## src/rtl/md_pkg.sv

```systemverilog
// Shared definitions for the RV32M multiply/divide unit: funct3 op codes,
// FSM states and iteration constants.
package md_pkg;

  localparam int          MD_ITER         = 32;
  localparam logic [31:0] MD_OVF_DIVIDEND = 32'h8000_0000;

  typedef enum logic [2:0] {
    MD_MUL    = 3'b000,
    MD_MULH   = 3'b001,
    MD_MULHSU = 3'b010,
    MD_MULHU  = 3'b011,
    MD_DIV    = 3'b100,
    MD_DIVU   = 3'b101,
    MD_REM    = 3'b110,
    MD_REMU   = 3'b111
  } md_op_e;

  typedef enum logic [1:0] {
    MD_IDLE = 2'd0,
    MD_CALC = 2'd1,
    MD_DONE = 2'd2
  } md_state_e;

  function automatic logic md_op_is_div(input md_op_e op);
    return op[2];
  endfunction

endpackage

```

## src/rtl/md_if.sv

```systemverilog
// Start/busy/done handshake between the EX stage and the multiply/divide unit.
interface md_if #(parameter int XLEN = 32);

  logic            start;
  logic            flush;
  logic [2:0]      op;
  logic [XLEN-1:0] SrcA;
  logic [XLEN-1:0] SrcB;
  logic [XLEN-1:0] res;
  logic            busy;
  logic            done;

  modport master (output start, flush, op, SrcA, SrcB, input res, busy, done);
  modport slave  (input start, flush, op, SrcA, SrcB, output res, busy, done);

endinterface

```

## src/rtl/md_iter.sv

```systemverilog
// Iterative datapath: one unsigned shift-add multiply step or one restoring
// shift-subtract divide step per enable, on operand magnitudes.
module md_iter
  import md_pkg::*;
#(
  parameter int XLEN = 32
) (
  input  logic              clk,
  input  logic              rst,
  input  logic              load,
  input  logic              en,
  input  logic              is_div,
  input  logic [XLEN-1:0]   a_mag,
  input  logic [XLEN-1:0]   b_mag,
  output logic              last,
  output logic [2*XLEN-1:0] prod_nxt,
  output logic [XLEN-1:0]   quo_nxt,
  output logic [XLEN-1:0]   rem_nxt
);

  logic [2*XLEN-1:0] acc_r;
  logic [2*XLEN-1:0] acc_nxt_s;
  logic [XLEN-1:0]   opd_r;
  logic [XLEN-1:0]   rem_r;
  logic [XLEN-1:0]   rem_nxt_s;
  logic [4:0]        cnt_r;
  logic              div_r;
  logic [XLEN:0]     sum_s;
  logic [XLEN:0]     shift_s;
  logic [XLEN:0]     trial_s;

  // Next accumulator / partial remainder for a single iteration step
  always_comb begin
    sum_s   = {1'b0, acc_r[2*XLEN-1:XLEN]} + (acc_r[0] ? {1'b0, opd_r} : {(XLEN+1){1'b0}});
    shift_s = {rem_r, acc_r[XLEN-1]};
    trial_s = shift_s - {1'b0, opd_r};
    if (div_r) begin
      // A clear borrow bit means the trial subtraction fits: keep it, quotient bit 1
      acc_nxt_s = {acc_r[2*XLEN-1:XLEN], acc_r[XLEN-2:0], ~trial_s[XLEN]};
      rem_nxt_s = trial_s[XLEN] ? shift_s[XLEN-1:0] : trial_s[XLEN-1:0];
    end else begin
      acc_nxt_s = {sum_s, acc_r[XLEN-1:1]};
      rem_nxt_s = rem_r;
    end
  end

  // Datapath registers: load operands on accept, step on enable
  always_ff @(posedge clk or negedge rst) begin
    if (!rst) begin
      acc_r <= '0;
      opd_r <= '0;
      rem_r <= '0;
      cnt_r <= 5'd0;
      div_r <= 1'b0;
    end else if (load) begin
      acc_r <= {{XLEN{1'b0}}, (is_div ? a_mag : b_mag)};
      opd_r <= is_div ? b_mag : a_mag;
      rem_r <= '0;
      cnt_r <= 5'd0;
      div_r <= is_div;
    end else if (en) begin
      acc_r <= acc_nxt_s;
      rem_r <= rem_nxt_s;
      cnt_r <= cnt_r + 5'd1;
    end
  end

  assign last     = (cnt_r == 5'(MD_ITER - 1));
  assign prod_nxt = acc_nxt_s;
  assign quo_nxt  = acc_nxt_s[XLEN-1:0];
  assign rem_nxt  = rem_nxt_s;

endmodule

```

## src/rtl/md_unit.sv

```systemverilog
// RV32M multiply/divide unit: handshake FSM, sign pre/post-processing and
// single-cycle divide-by-zero / overflow results around the md_iter datapath.
module md_unit
  import md_pkg::*;
#(
  parameter int XLEN = 32
) (
  input  logic clk,
  input  logic rst,
  md_if.slave  bus
);

  md_state_e         state_r;
  md_op_e            op_s;
  md_op_e            op_r;
  logic              a_sgn_s;
  logic              b_sgn_s;
  logic              neg_s;
  logic              neg_r;
  logic              div0_s;
  logic              ovf_s;
  logic              special_s;
  logic              accept_s;
  logic              en_s;
  logic              last_s;
  logic              busy_r;
  logic              done_r;
  logic [XLEN-1:0]   a_mag_s;
  logic [XLEN-1:0]   b_mag_s;
  logic [XLEN-1:0]   spec_res_s;
  logic [XLEN-1:0]   fin_s;
  logic [XLEN-1:0]   quo_nxt_s;
  logic [XLEN-1:0]   rem_nxt_s;
  logic [XLEN-1:0]   res_r;
  logic [2*XLEN-1:0] prod_nxt_s;
  logic [2*XLEN-1:0] prod_fix_s;

  // Operand signedness, magnitudes and single-cycle special results at accept
  always_comb begin
    op_s    = md_op_e'(bus.op);
    a_sgn_s = 1'b0;
    b_sgn_s = 1'b0;
    neg_s   = 1'b0;
    case (op_s)
      MD_MULH, MD_DIV: begin
        a_sgn_s = bus.SrcA[XLEN-1];
        b_sgn_s = bus.SrcB[XLEN-1];
        neg_s   = bus.SrcA[XLEN-1] ^ bus.SrcB[XLEN-1];
      end
      MD_MULHSU: begin
        a_sgn_s = bus.SrcA[XLEN-1];
        neg_s   = bus.SrcA[XLEN-1];
      end
      MD_REM: begin
        a_sgn_s = bus.SrcA[XLEN-1];
        b_sgn_s = bus.SrcB[XLEN-1];
        neg_s   = bus.SrcA[XLEN-1];
      end
      default: begin
        a_sgn_s = 1'b0;
        b_sgn_s = 1'b0;
        neg_s   = 1'b0;
      end
    endcase
    a_mag_s   = a_sgn_s ? -bus.SrcA : bus.SrcA;
    b_mag_s   = b_sgn_s ? -bus.SrcB : bus.SrcB;
    div0_s    = md_op_is_div(op_s) && (bus.SrcB == '0);
    ovf_s     = ((op_s == MD_DIV) || (op_s == MD_REM)) &&
                (bus.SrcA == MD_OVF_DIVIDEND) && (bus.SrcB == '1);
    special_s = div0_s | ovf_s;
    case (op_s)
      MD_DIV:  spec_res_s = div0_s ? '1 : MD_OVF_DIVIDEND;
      MD_DIVU: spec_res_s = '1;
      MD_REM:  spec_res_s = div0_s ? bus.SrcA : '0;
      MD_REMU: spec_res_s = bus.SrcA;
      default: spec_res_s = '0;
    endcase
    accept_s = bus.start && !bus.flush && ((state_r == MD_IDLE) || (state_r == MD_DONE));
    en_s     = (state_r == MD_CALC) && !bus.flush;
  end

  // Sign fix-up and word select on the value the final iteration produces
  always_comb begin
    prod_fix_s = neg_r ? -prod_nxt_s : prod_nxt_s;
    case (op_r)
      MD_MUL:                       fin_s = prod_fix_s[XLEN-1:0];
      MD_MULH, MD_MULHSU, MD_MULHU: fin_s = prod_fix_s[2*XLEN-1:XLEN];
      MD_DIV, MD_DIVU:              fin_s = neg_r ? -quo_nxt_s : quo_nxt_s;
      MD_REM, MD_REMU:              fin_s = neg_r ? -rem_nxt_s : rem_nxt_s;
      default:                      fin_s = '0;
    endcase
  end

  md_iter #(.XLEN(XLEN)) u_iter (
    .clk      (clk),
    .rst      (rst),
    .load     (accept_s),
    .en       (en_s),
    .is_div   (md_op_is_div(op_s)),
    .a_mag    (a_mag_s),
    .b_mag    (b_mag_s),
    .last     (last_s),
    .prod_nxt (prod_nxt_s),
    .quo_nxt  (quo_nxt_s),
    .rem_nxt  (rem_nxt_s)
  );

  // Control FSM with registered busy/done/res; flush outranks start
  always_ff @(posedge clk or negedge rst) begin
    if (!rst) begin
      state_r <= MD_IDLE;
      op_r    <= MD_MUL;
      neg_r   <= 1'b0;
      res_r   <= '0;
      busy_r  <= 1'b0;
      done_r  <= 1'b0;
    end else if (bus.flush) begin
      state_r <= MD_IDLE;
      busy_r  <= 1'b0;
      done_r  <= 1'b0;
    end else begin
      case (state_r)
        MD_IDLE, MD_DONE: begin
          if (bus.start) begin
            op_r  <= op_s;
            neg_r <= neg_s;
            if (special_s) begin
              state_r <= MD_DONE;
              res_r   <= spec_res_s;
              busy_r  <= 1'b0;
              done_r  <= 1'b1;
            end else begin
              state_r <= MD_CALC;
              busy_r  <= 1'b1;
              done_r  <= 1'b0;
            end
          end else begin
            state_r <= MD_IDLE;
            busy_r  <= 1'b0;
            done_r  <= 1'b0;
          end
        end
        MD_CALC: begin
          if (last_s) begin
            state_r <= MD_DONE;
            res_r   <= fin_s;
            busy_r  <= 1'b0;
            done_r  <= 1'b1;
          end else begin
            state_r <= MD_CALC;
            busy_r  <= 1'b1;
            done_r  <= 1'b0;
          end
        end
        default: begin
          state_r <= MD_IDLE;
          busy_r  <= 1'b0;
          done_r  <= 1'b0;
        end
      endcase
    end
  end

  assign bus.res  = res_r;
  assign bus.busy = busy_r;
  assign bus.done = done_r;

endmodule

```

## src/flat_wrapper.sv

```systemverilog
// flat-port wrapper written by rule: the top's interface ports become plain ports
module md_unit_flat import md_pkg::*;
#(
  parameter int XLEN = 32
)
  (clk, rst, bus_start, bus_flush, bus_op, bus_SrcA, bus_SrcB, bus_res, bus_busy, bus_done);
  md_if #(.XLEN(XLEN)) bus_i ();
  input  logic clk;
  input  logic rst;
  input wire logic [$bits(bus_i.start)-1:0] bus_start;
  input wire logic [$bits(bus_i.flush)-1:0] bus_flush;
  input wire logic [$bits(bus_i.op)-1:0] bus_op;
  input wire logic [$bits(bus_i.SrcA)-1:0] bus_SrcA;
  input wire logic [$bits(bus_i.SrcB)-1:0] bus_SrcB;
  output wire logic [$bits(bus_i.res)-1:0] bus_res;
  output wire logic [$bits(bus_i.busy)-1:0] bus_busy;
  output wire logic [$bits(bus_i.done)-1:0] bus_done;
  assign bus_i.start = bus_start;
  assign bus_i.flush = bus_flush;
  assign bus_i.op = bus_op;
  assign bus_i.SrcA = bus_SrcA;
  assign bus_i.SrcB = bus_SrcB;
  assign bus_res = bus_i.res;
  assign bus_busy = bus_i.busy;
  assign bus_done = bus_i.done;
  md_unit #(.XLEN(XLEN)) u_core (.clk(clk), .rst(rst), .bus(bus_i));
endmodule
```

## config.mk

```make
export PLATFORM = sky130hd
export DESIGN_NAME = md_unit_flat
export DESIGN_NICKNAME = d
export VERILOG_FILES = /design/src/rtl/md_pkg.sv /design/src/rtl/md_if.sv /design/src/rtl/md_iter.sv /design/src/rtl/md_unit.sv /design/src/flat_wrapper.sv
export SDC_FILE = /design/constraint.sdc
export NUM_CORES = 1
export LEC_CHECK = 0
export CORE_ASPECT_RATIO = 1.2
export CORE_MARGIN = 2
export CORE_UTILIZATION = 55
export DETAILED_ROUTE_END_ITERATION = 10
export GPL_TIMING_DRIVEN = 0
export PLACE_DENSITY = 0.78
export SYNTH_ARGS = -nofsm -noshare
export SYNTH_HDL_FRONTEND = slang
export SYNTH_SLANG_ARGS = --single-unit
```

## constraint.sdc

```tcl
create_clock -name clk -period 9.8 [get_ports clk]
set_clock_uncertainty 0.1 [all_clocks]
set_input_delay 1.96 -clock clk [delete_from_list [all_inputs] [get_ports clk]]
set_output_delay 1.96 -clock clk [all_outputs]
set_load 0.1 [all_outputs]
```

==> run summary <==
status -> finished clean
synth top area cells -> dfrtp_1, o21ai_0, nand2_1, xnor2_1, a21oi_1
CTS tree -> yes
Yosys reg bits -> 171
Worst Path Arrival -> 9.25 ns
Tcrit/Tclk final -> 92.1%
relative slew slack -> 15.0%
Yosys top cell by area -> dfrtp_1
total congestion overflow -> 0
Post-Layout Cell Count -> 2931
number of synthesized flops with an enable pin -> 0
root buf cell -> clkbuf_16
CTS clk-pin slew, worst paths -> 0.08 ns
routed length per instance -> 28.0 µm
Setup Fix Bufs, Post-CTS -> 0
Ports -> 105
Slowest cell on crit path -> buf_1
HP Class -> reg2reg
most instantiated cells after synthesis -> nand2_1, o21ai_0, a21oi_1
CP max FO -> 10
placeable core region -> 32000 µm²
DP HPWL -> 65200 µm
Distinct cells, synth -> 100
vias per cell -> 6.92
largest net degree at the start of global routing -> 101
final-stage net count -> 2654
CTS buffer count -> 17
min Tclk post-route -> 9.03 ns
Pwr per Cell Area -> 234 nW/µm²
CP required -> 10.02 ns
R2R Setup Slk -> 0.77 ns
number of fill cells in the layout -> 2975
cell count after synthesis -> 2390
Post-Place Cell Area -> 19300 µm²
CTS Buffer Depth -> 2
Post-DRT Antenna Nets -> 0
CP delay by family, top -> buffers and inverters
final setup vio count -> 0
Post-synth ARST share -> 100%
DRC -> 0
area fraction of the dominant cell type after synthesis -> 24.1%
Post-CTS Resized -> 0
WHS -> 0.395 ns
Worst Tran Pin Value -> 1.28 ns
Starting Density -> 55.4%
CP Class -> reg2reg
Fin Setup TNS -> 0 ns
buffer and inverter count on the worst path -> 10
Die Ht -> 201 µm
DRC marker count from the first detailed-route iteration -> 2653
H-tree levels -> 4
Final Hold Fails -> 0
Total Die Area -> 33700 µm²
routed wire length -> 82200 µm
yosys warns -> 0
Worst VDD drop -> 0.121 mV
total track usage -> 47.8%
CTS Hold Buffers Added -> 0
CP dominant cell by count -> buf_1
row count -> 72
Post-Place Cells -> 2898
Crit. End Element -> flop
unrepaired setup endpoints after global routing -> false
later-pin clock latency in the skew report -> 0.47 ns
max incr delay on CP -> 0.82 ns
share of post-route cells with drive strength above 1 -> 4.08%
count leader, synth -> nand2_1
worst hold stages -> 2
first-pass GRT wire length -> 120000 µm
Seq/Total Area, Yosys -> 24.1%
Synthesized Nets -> 2534
initial antenna violation count -> 2
Reg2Reg Depth -> 18
reg2reg start -> u_core.u_iter.div_r
max-slew violations -> 0
syn avg cell area -> 7.42 µm²
Die W -> 168 µm
post-synthesis instance area -> 17700 µm²
via total after detailed routing -> 20300
gpl congestion -> 1.11
clock sink count -> 171
First-pass DRT Iterations -> 8
Hold Path Sink -> u_core.bus.res[15]
Area Growth Syn to Fin -> 12.4%
number of global-route vias before repair -> 19700
CP Launch Type -> flop
FMAX -> 0.111 GHz
post-layout instance area -> 19900 µm²
worst-path cell chain -> buf_4 -> buf_2 -> clkbuf_1 -> buf_1 -> clkbuf_1 -> clkbuf_1 -> buf_1 -> buf_2 -> buf_1 -> buf_1 -> mux2i_1 -> ha_1 -> o2111ai_1 -> nor2_1 -> or4b_4 -> nor2_1 -> a21oi_1 -> o21ai_0
share of the core filled with cells -> 62.3%
Main synth FF type -> dfrtp_1
IO buf count -> 100
reg2reg end -> u_core.bus.res[20]
max-cap violations -> 0
hold path startpoint -> u_core.bus.res[15]
leakage -> 7.88 nW
## power breakdown
group / total, mW / switching (mW) / leakage, nW / internal (mW)
Clock: 0.781 / 0.334 / 0.316 / 0.447
Combinational: 2.87 / 1.91 / 5.32 / 0.961
Sequential: 1.01 / 0.181 / 2.24 / 0.825
Total: 4.66 / 2.42 / 7.88 / 2.23
## metal layers
metal / GRT usage (%) / share of wire (%) / routed length [µm] / vias up
met5: 0 / 0.016 / 13 / -
met3: 12.3 / 11 / 9270 / 457
met4: 41.2 / 10 / 8230 / 2
met1: 54.2 / 35 / 28600 / 9401
li1: - / - / - / 9005
met2: 75.0 / 44 / 36100 / 1431
## flip-flops by register name, summed over array words and instances (netlist names)
register	count
u_core.neg_r	1
u_core.bus.done	1
u_core.state_r	1
u_core.u_iter.acc_r	64
u_core.u_iter.cnt_r	5
u_core.u_iter.opd_r	32
u_core.op_r	2
u_core.u_iter.rem_r	32
u_core.bus.res	32
u_core.u_iter.div_r	1
## logic make-up (layout without fill, tap and decap cells)
| kind of cell | Yosys count | after routing | share of synthesized area, % |
|---|---|---|---|
| AO/OA/AOI/OAI | 868 | 868 | 31.5 |
| XOR/XNOR | 183 | 183 | 9.04 |
| adder cells (fa/ha/maj) | 73 | 73 | 5.24 |
| buffers and inverters | 225 | 358 | 4.91 |
| flip-flops | 171 | 171 | 24.1 |
| multiplexers | 57 | 57 | 3.26 |
| other | 0 | 1 | 0 |
| AND/OR/NAND/NOR | 813 | 813 | 21.9 |
## cell usage in the layout (no fill, tap or decap), types with 22 or more instances in the layout
cell	Yosys	routed
nor2_1	174	174
o211ai_1	60	60
clkbuf_1	117	117
ha_1	71	71
dfrtp_1	171	171
xnor2_1	106	106
a21o_1	26	26
nand3_1	29	29
o21a_1	22	22
and2_1	44	44
inv_1	73	73
a21oi_1	182	182
a22o_1	33	33
mux2i_1	51	51
buf_1	25	25
nand2_1	320	320
nand4_1	35	35
a31oi_1	30	30
clkdlybuf4s50_1	0	99
nor4_1	29	29
o21ai_0	301	301
nor3_1	47	47
xor2_1	77	77
o22ai_1	22	22
nand2b_1	22	22
## tightest hold or removal path: cells and delay by family (launching register included)
family | cells | cell delay [ns]
AOI/OAI and AO/OA | 1 | 0.07
DFF | 1 | 0.35
and+or+nand+nor | 1 | 0.04
## per-stage QoR
stage / power, mW / setup WS [ns]
after floorplan: 2.84 / 3.98
after global placement: 3.68 / -0.534
after detailed placement: 3.71 / 1.23
after CTS: 4.50 / 1.24
after global routing: 4.84 / 0.847
final: 4.66 / 0.770
## worst max-delay path by stage
stage                             from  slack, ns  cells past startpoint            endpoint
6_report           u_core.u_iter.div_r       0.77                     18  u_core.bus.res[20]
5_1_grt            u_core.u_iter.div_r       0.85                     21  u_core.bus.res[28]
4_1_cts            u_core.u_iter.div_r       1.24                     21  u_core.bus.res[28]
3_5_place_dp       u_core.u_iter.div_r       1.23                     21  u_core.bus.res[28]
3_3_place_gp                       rst      -0.53                      1   u_core.bus.res[8]
2_1_floorplan  u_core.u_iter.acc_r[31]       3.98                     23  u_core.bus.res[28]
## final cells by class
cell class | count | area, µm² | share of cell area (%)
Antenna cell | 1 | 2.50 | 0.0126
Buffer | 151 | 592 | 2.97
Clock buffer | 19 | 453 | 2.27
Clock inverter | 13 | 198 | 0.992
Inverter | 74 | 278 | 1.39
Multi-Input combinational cell | 1994 | 12600 | 63.1
Sequential cell | 171 | 4280 | 21.5
Tap cell | 407 | 509 | 2.56
Timing Repair Buffer | 101 | 1030 | 5.19
Power figures use the tool's default switching activity.
